### src/rtl/window_pkg.sv
// Shared definitions for the KxK window sequencers (3x3, 5x5, 9x9 variants).
// Holds the window size, the sequencer state encoding and a width helper.
package window_pkg;

    localparam int K_WIN = 9;

    typedef enum logic [1:0] {
        IDLE  = 2'd0,
        FILL  = 2'd1,
        SLIDE = 2'd2
    } win_state_e;

    // Bits needed to hold 0..value-1; never less than 1.
    function automatic int clog2(input int value);
        int w;
        w = 0;
        for (int i = 0; i < 31; i++) begin
            if ((1 << i) < value) begin
                w = i + 1;
            end
        end
        if (w == 0) begin
            w = 1;
        end
        return w;
    endfunction

endpackage

### src/rtl/wb_pos_counter.sv
// Wrapping position counter: counts 0..MAX on each enabled cycle.
// wrap_o flags the enabled cycle on which the counter returns to 0.
module wb_pos_counter #(
    parameter int MAX = 10,
    parameter int W   = 4
) (
    input  logic         clk,
    input  logic         rst,
    input  logic         en_i,
    output logic [W-1:0] cnt_o,
    output logic         wrap_o
);

    localparam logic [W-1:0] MAX_V = W'(MAX);

    logic [W-1:0] cnt_q;
    logic [W-1:0] cnt_d;

    assign wrap_o = en_i && (cnt_q == MAX_V);
    assign cnt_o  = cnt_q;

    always_comb begin
        cnt_d = cnt_q;
        if (en_i) begin
            cnt_d = wrap_o ? '0 : cnt_q + W'(1);
        end
    end

    always_ff @(posedge clk) begin
        if (rst) begin
            cnt_q <= '0;
        end else begin
            cnt_q <= cnt_d;
        end
    end

endmodule

### src/rtl/window_9x9_sequencer.sv
// Sequences the 9x9 window array: tracks column/row of each line-buffer column,
// flags complete windows with their top-left coordinate and pulses frame done.
module window_9x9_sequencer
    import window_pkg::*;
#(
    parameter int  COLS = 11,
    parameter int  ROWS = 11,
    localparam int CW   = clog2(COLS),
    localparam int RW   = clog2(ROWS)
) (
    input  logic          clk,
    input  logic          rst,
    input  logic          col_valid_i,
    output logic          shift_en_o,
    output logic          win_valid_o,
    output logic [CW-1:0] win_col_o,
    output logic [RW-1:0] win_row_o,
    output logic          busy_o,
    output logic          done_o,
    output win_state_e    state_o
);

    localparam logic [CW-1:0] FULL_COL = CW'(K_WIN - 1);
    localparam logic [CW-1:0] FILL_END = CW'(K_WIN - 2);

    // col_valid_i is a valid with no ready: every cycle it is high, the column is
    // accepted, counters advance and the window array shifts.
    logic [CW-1:0] col_cnt;
    logic [RW-1:0] row_cnt;
    logic          col_wrap;
    logic          row_wrap;

    win_state_e    state_q, state_d;
    logic          win_valid_q, win_valid_d;
    logic [CW-1:0] win_col_q, win_col_d;
    logic [RW-1:0] win_row_q, win_row_d;
    logic          done_q, done_d;

    wb_pos_counter #(.MAX(COLS - 1), .W(CW)) u_col_cnt (
        .clk    (clk),
        .rst    (rst),
        .en_i   (col_valid_i),
        .cnt_o  (col_cnt),
        .wrap_o (col_wrap)
    );

    // Rows here are line-buffer output rows, so the last one is ROWS-K.
    wb_pos_counter #(.MAX(ROWS - K_WIN), .W(RW)) u_row_cnt (
        .clk    (clk),
        .rst    (rst),
        .en_i   (col_wrap),
        .cnt_o  (row_cnt),
        .wrap_o (row_wrap)
    );

    always_comb begin
        state_d     = state_q;
        win_valid_d = col_valid_i && (col_cnt >= FULL_COL);
        win_col_d   = win_col_q;
        win_row_d   = win_row_q;
        done_d      = row_wrap;
        if (win_valid_d) begin
            win_col_d = col_cnt - FULL_COL;
            win_row_d = row_cnt;
        end
        case (state_q)
            IDLE: begin
                if (col_valid_i) begin
                    state_d = FILL;
                end
            end
            FILL: begin
                if (col_valid_i && (col_cnt == FILL_END)) begin
                    state_d = SLIDE;
                end
            end
            SLIDE: begin
                if (col_wrap) begin
                    state_d = row_wrap ? IDLE : FILL;
                end
            end
            default: state_d = IDLE;
        endcase
    end

    always_ff @(posedge clk) begin
        if (rst) begin
            state_q     <= IDLE;
            win_valid_q <= 1'b0;
            win_col_q   <= '0;
            win_row_q   <= '0;
            done_q      <= 1'b0;
        end else begin
            state_q     <= state_d;
            win_valid_q <= win_valid_d;
            win_col_q   <= win_col_d;
            win_row_q   <= win_row_d;
            done_q      <= done_d;
        end
    end

    // The FSM is back in IDLE during the done cycle, so done_q extends busy through it.
    assign busy_o      = (state_q != IDLE) || done_q;
    assign shift_en_o  = col_valid_i;
    assign win_valid_o = win_valid_q;
    assign win_col_o   = win_col_q;
    assign win_row_o   = win_row_q;
    assign done_o      = done_q;
    assign state_o     = state_q;

endmodule

### config.mk
export PLATFORM = sky130hd
export DESIGN_NAME = window_9x9_sequencer
export DESIGN_NICKNAME = d
export VERILOG_FILES = /design/src/rtl/window_pkg.sv /design/src/rtl/wb_pos_counter.sv /design/src/rtl/window_9x9_sequencer.sv
export SDC_FILE = /design/constraint.sdc
export NUM_CORES = 1
export LEC_CHECK = 0
export CORE_UTILIZATION = 30
export CTS_CLUSTER_SIZE = 8
export DETAILED_ROUTE_END_ITERATION = 10
export HOLD_SLACK_MARGIN = 0.05
export RECOVER_POWER = 50
export SLEW_MARGIN = 25
export SYNTH_ARGS = -nofsm -noshare
export SYNTH_HDL_FRONTEND = slang
export SYNTH_SLANG_ARGS = --single-unit
### constraint.sdc
create_clock -name clk -period 1.4 [get_ports clk]
set_input_delay 0.21 -clock clk [delete_from_list [all_inputs] [get_ports clk]]
set_output_delay 0.21 -clock clk [all_outputs]
set_load 0.01 [all_outputs]
Yosys cells after proc, flatten, opt, wreduce, memory -nomap -nowiden
Index checks and enable logic that the tools add are counted.
{"block": "word_totals", "output_inout_bits": 14, "regBits": 20}
{"block": "classes", "n_eq_ne": 8, "mux": 7, "addsub": 3, "reduce_logical": 8, "n_lt_le_gt_ge": 1}
{"op": "$add 4x1->4 const B", "count": 2}
{"op": "$mux 4", "count": 2}
{"op": "$mux 2", "count": 3}
{"op": "$pmux 2 s3", "count": 1}
{"op": "$eq 4x2->1 const B", "count": 1}
{"op": "$eq 4x3->1 const B", "count": 1}
{"op": "$eq 4x4->1 const B", "count": 1}
{"op": "$ge 4x4->1 const B", "count": 1}
{"op": "$logic_and 1x1->1", "count": 4}
{"op": "$ne 2x2->1 const B", "count": 2}
{"op": "$sub 4x4->4 const B", "count": 1}
{"op": "$reduce_and 3->1", "count": 1}
{"op": "$eq 2x1->1 const B", "count": 1}
{"op": "$eq 2x2->1 const B", "count": 1}
{"op": "$logic_not 2->1", "count": 1}
{"op": "$ne 2x1->1 const B", "count": 1}
{"op": "$reduce_bool 2->1", "count": 1}
{"op": "$logic_or 1x1->1", "count": 1}
{"op": "$mux 1", "count": 1}

Longest topological paths before layout
{"block": "logic_depth", "ltp_word": 6, "mapped_depth": 6}

Cells and area by module
A second synthesis with hierarchy kept.
{"block": "unflattened", "cells_unflattened": 99, "area_unflattened_um2": 887.1}
{"module": "window_9x9_sequencer", "cells_per_inst": 52, "instances": 1, "area_each_um2": 471.7}
{"module": "wb_pos_counter at u_col_cnt", "cells_per_inst": 23, "instances": 1, "area_each_um2": 207.7}
{"module": "wb_pos_counter at u_row_cnt", "cells_per_inst": 24, "instances": 1, "area_each_um2": 207.7}

Least setup slack after synthesis
Ideal clock, no wire load.
{"block": "synth_path", "kind": "flip-flop to flip-flop", "from": "reg u_row_cnt.cnt_q[0], in the netlist u_row_cnt.cnt_o[0]", "to": "reg u_row_cnt.cnt_q[2], in the netlist u_row_cnt.cnt_o[2]", "required_time_ns": 1.330, "t_arrival_ns": 1.311, "path_stages_with_launch": 6, "period_less_slack_ns": 1.381, "setup_slack_ns": 0.019, "path_cell_list": "dfxtp_1 -> inv_1 -> ha_1 -> nor3b_1 -> or4_1 -> a21oi_1"}
{"block": "synth_between", "elab_chain_cells": 3, "elab_cells_between_ends": 4, "classes_between": "1 x add/sub; 1 x eq/ne; 1 x mux; 1 x reduce/logical"}
{"element": "start, declared", "line": "wb_pos_counter.sv:16", "rtl": "logic [W-1:0] cnt_q;"}
{"element": "start signal, assigned", "line": "wb_pos_counter.sv:33", "rtl": "cnt_q <= cnt_d;"}
{"element": "branches (longest 2 deep; another with $add 4x1->4)"}
{"element": "$mux 4 *", "line": "wb_pos_counter.sv:25", "rtl": "cnt_d = wrap_o ? '0 : cnt_q + W'(1);"}
Every way passes the cells marked *.
A chain may end at the register's enable or synchronous reset.

Worst setup path after layout
{"block": "layout_path", "from": "reg u_col_cnt.cnt_q[0], in the netlist u_col_cnt.cnt_o[0]", "to": "reg u_row_cnt.cnt_q[0], in the netlist u_row_cnt.cnt_o[0]"}
{"block": "layout_between", "elab_chain_cells": 4}
{"element": "start, declared", "line": "wb_pos_counter.sv:16"}
{"element": "start signal, assigned", "line": "wb_pos_counter.sv:33"}
{"element": "$eq 4x4->1 *", "line": "wb_pos_counter.sv:19", "rtl": "assign wrap_o = en_i && (cnt_q == MAX_V);"}
{"element": "$logic_and 1x1->1 *", "line": "wb_pos_counter.sv:19"}
{"element": "$logic_and 1x1->1", "line": "wb_pos_counter.sv:19"}
{"element": "$mux 4", "line": "wb_pos_counter.sv:25"}
Mark *: on every way between the ends. The rest lies on a longest branch, timed or not.

==> summary.txt <==
Status
  • Status: completed

Worst setup path
  • Worst r2r dst: u_row_cnt.cnt_o[0]
  • Setup crit end: u_row_cnt.cnt_o[0]
  • Setup slack, reg-to-reg: 10 ps
  • Critical path required time: 1630 ps
  • CP Launch Type: flip-flop
  • Crit-path max FO: 8
  • Crit path kind: reg -> reg
  • Worst r2r src: u_col_cnt.cnt_o[0]
  • Arrival time worst endpoint: 1620 ps
  • Launch point of the worst path: u_col_cnt.cnt_o[0]
  • CP Capture Type: flip-flop
  • Reg2reg path depth: 6

Global routing
  • GRT Resource Usage Total: 0.128
  • Grt total ovfl: 0
  • GR peak layer: met2
  • Antenna violations before repair: 0
  • Met2 Usage GRT: 0.209
  • Global-route wire length before repair: 3210 um
  • Met1 usage: 0.161
  • Vias in the first global route: 753
  • Largest net degree at the start of global routing: 12
  • Met3 track demand over resource: 0.0300

Power
  • Peak supply drop: 400 uV
  • Leak pwr: 0.529 nW
  • Power Dens Cells: 803 mW/mm2
  • Power Total: 1.00 mW

Routing
  • Via density: 4.75
  • 1st-pass router iterations: 4
  • Routed Wire Length: 1880 um
  • Post-route ant nets: 0
  • DR WL/cell: 11.5 um
  • DRC Markers: 0
  • DRT iter0 DRCs: 20
  • Vias: 774

Die
  • Die Wd: 56.3 um
  • Die area: 0.00317 mm2
  • Core Box Area: 0.00278 mm2
  • I/O pin count: 17
  • Die Height: 56.3 um
  • Rows: 19
  • Initial core utilization: 0.318

Job
  • Max_cap viols: 0

STA
  • Final worst path period share: 0.992
  • Tightest Pin Transition: 290 ps
  • Final setup viols: 0
  • RSZ-0062 raised after global routing: true
  • Max Clk Rate: 720 MHz
  • Slew Viols, Final: 0
  • Final min period: 1390 ps
  • Hold Fails Final Rpt: 0
  • Worst Skew: 12.9 ps
  • Relative max-transition margin: 0.806

Synth
  • Yosys cell types: 26
  • Post-synth ARST share: 0
  • Register area share after synthesis: 0.453
  • Yosys Warn Count: 0
  • Synthesized area: 883 um2
  • #FFs+latches synth: 20
  • Syn_nets: 108
  • Post-synth EDFFs: 0
  • Synthesized area per cell: 8.83 um2
  • Post-Synthesis Cells: 100
  • Ys flop type: dfxtp_1

Min path
  • Worst hold path class: reg -> reg

Finish
  • Synth-to-layout area growth: 41.5%
  • Final Util: 0.449
  • Antenna diode count: 0
  • Layout cells sized above 1: 0.303
  • Fin nets: 141

Clock tree
  • Clock slew at reported path FFs: 130 ps
  • Root buf cell: clkbuf_4
  • Max clock buf depth: 2
  • # H-tree levels: 1
  • TritonCTS clock tree: yes
  • Clock Sinks: 20
  • Hold Buf Count CTS: 0
  • TritonCTS Buffers: 3
  • Clk_lat worst skew: 310 ps

Placed design
  • Final Wtd Congestion: 0.713
  • IO buf count: 16
  • Placed wire-length estimate: 1310 um
==> final cells by class <==
type,instances,area [um2]
timing repair buffer,34,287
sequential,20,405
tap,31,38.8
inverter,4,15.0
multi-input combinational,70,468
fill,283,1530
clock buffer,4,36.3
==> stage by stage <==
| step | setup TNS [ps] | std cells | area (um2) | worst slack, ps | hold slack, ps |
|---|---|---|---|---|---|
| global placement | -925 | 155 | 1150 | -159 | 448 |
| finish | 0 | 163 | 1250 | 11.2 | 463 |
| floorplan | 0 | 100 | 883 | 18.7 | 397 |
| detailed placement | -1470 | 155 | 1150 | -230 | 450 |
| CTS | -130 | 162 | 1210 | -70.5 | 466 |
| global route | -242 | 163 | 1250 | -77.9 | 477 |
==> cell usage in the layout, fill, tap and decap left out <==
master and instances:
nor3b_1 3, nand3_1 3, clkbuf_8 1, buf_4 17, nand2b_1 2, clkbuf_4 3, or3_1 2, ha_4 1
nor2_1 2, o21ai_1 1, nor3_2 1, or4_1 2, clkdlybuf4s50_1 1, and4b_2 1, dlygate4sd2_1 6, nand2_1 19
a22o_2 1, clkdlybuf4s25_1 7, nor3b_2 1, nand4b_4 1, dfxtp_1 16, or3_4 2, a21oi_1 12, o21ai_0 5
xnor2_1 1, buf_6 1, ha_1 4, and3b_2 1, a21oi_2 2, a21boi_0 1, nand2_2 1, dfxtp_2 4
buf_2 1, and2_1 1, dlygate4sd3_1 1, inv_2 1, inv_1 3
==> repair_timing <==
item,4_1_cts,5_1_grt
setup endpoints to repair,10,17
buffers inserted,3,1
resized for setup,13,19
==> registers in the layout, summed over array words and instances, names as in the netlist <==
signal,cells
done_o,1
state_o,2
win_col_o,4
u_col_cnt.cnt_o,4
win_valid_o,1
win_row_o,4
u_row_cnt.cnt_o,4
==> how the worst min path moves through the flow <==
stage / startpoint / to / slack, ps / depth (start not counted)
2_1_floorplan: rst / state_o[0] / 400 / 2
3_3_place_gp: win_col_o[0] / win_col_o[0] / 450 / 2
3_5_place_dp: win_col_o[2] / win_col_o[2] / 450 / 2
4_1_cts: win_col_o[2] / win_col_o[2] / 470 / 2
5_1_grt: win_row_o[1] / win_row_o[1] / 480 / 2
6_report: win_row_o[2] / win_row_o[2] / 460 / 2
==> worst max-delay path, cell delays in order, from the launching register on <==
cell and delay (ps):
dfxtp_2 350, inv_2 70, ha_4 150, nand4b_4 160, buf_6 160, or3_4 320, a21oi_2 120
==> Yosys cell counts (2+ instances only) <==
master | instances | area, um2
buf_2 | 2 | 10.0
ha_1 | 5 | 62.6
inv_1 | 4 | 15.0
clkbuf_1 | 2 | 7.51
or4_1 | 2 | 15.0
dfxtp_1 | 20 | 400
nor2_1 | 2 | 7.51
o21ai_0 | 6 | 30.0
a21oi_1 | 13 | 65.1
or3_1 | 3 | 18.8
nor3b_1 | 4 | 30.0
nand2b_1 | 2 | 12.5
nand3_1 | 3 | 15.0
nand2_1 | 20 | 75.1
==> power by group <==
part           internal (mW)  switching, mW  leakage (nW)  total [mW]
clock                  0.159          0.187        0.0210       0.346
combinational         0.0368         0.0399         0.345      0.0768
sequential             0.576        0.00472         0.163       0.581
total                  0.772          0.232         0.529        1.00
==> routing by layer <==
layer | part of all wire | wire length, um
met5 | 0 | 0
met4 | 0.0085 | 16
met3 | 0.043 | 80
met2 | 0.46 | 865
met1 | 0.49 | 919
==> logic make-up (layout without fill, tap and decap cells) <==
group / Yosys count / in the layout / synth area share
adder cells (fa/ha/maj): 5 / 5 / 0.0708
buffers and inverters: 10 / 42 / 0.0581
AO/OA/AOI/OAI: 22 / 22 / 0.137
AND/OR/NAND/NOR: 42 / 42 / 0.271
flip-flops: 20 / 20 / 0.453
XOR/XNOR: 1 / 1 / 0.00992
Power figures use the tool's default switching activity.
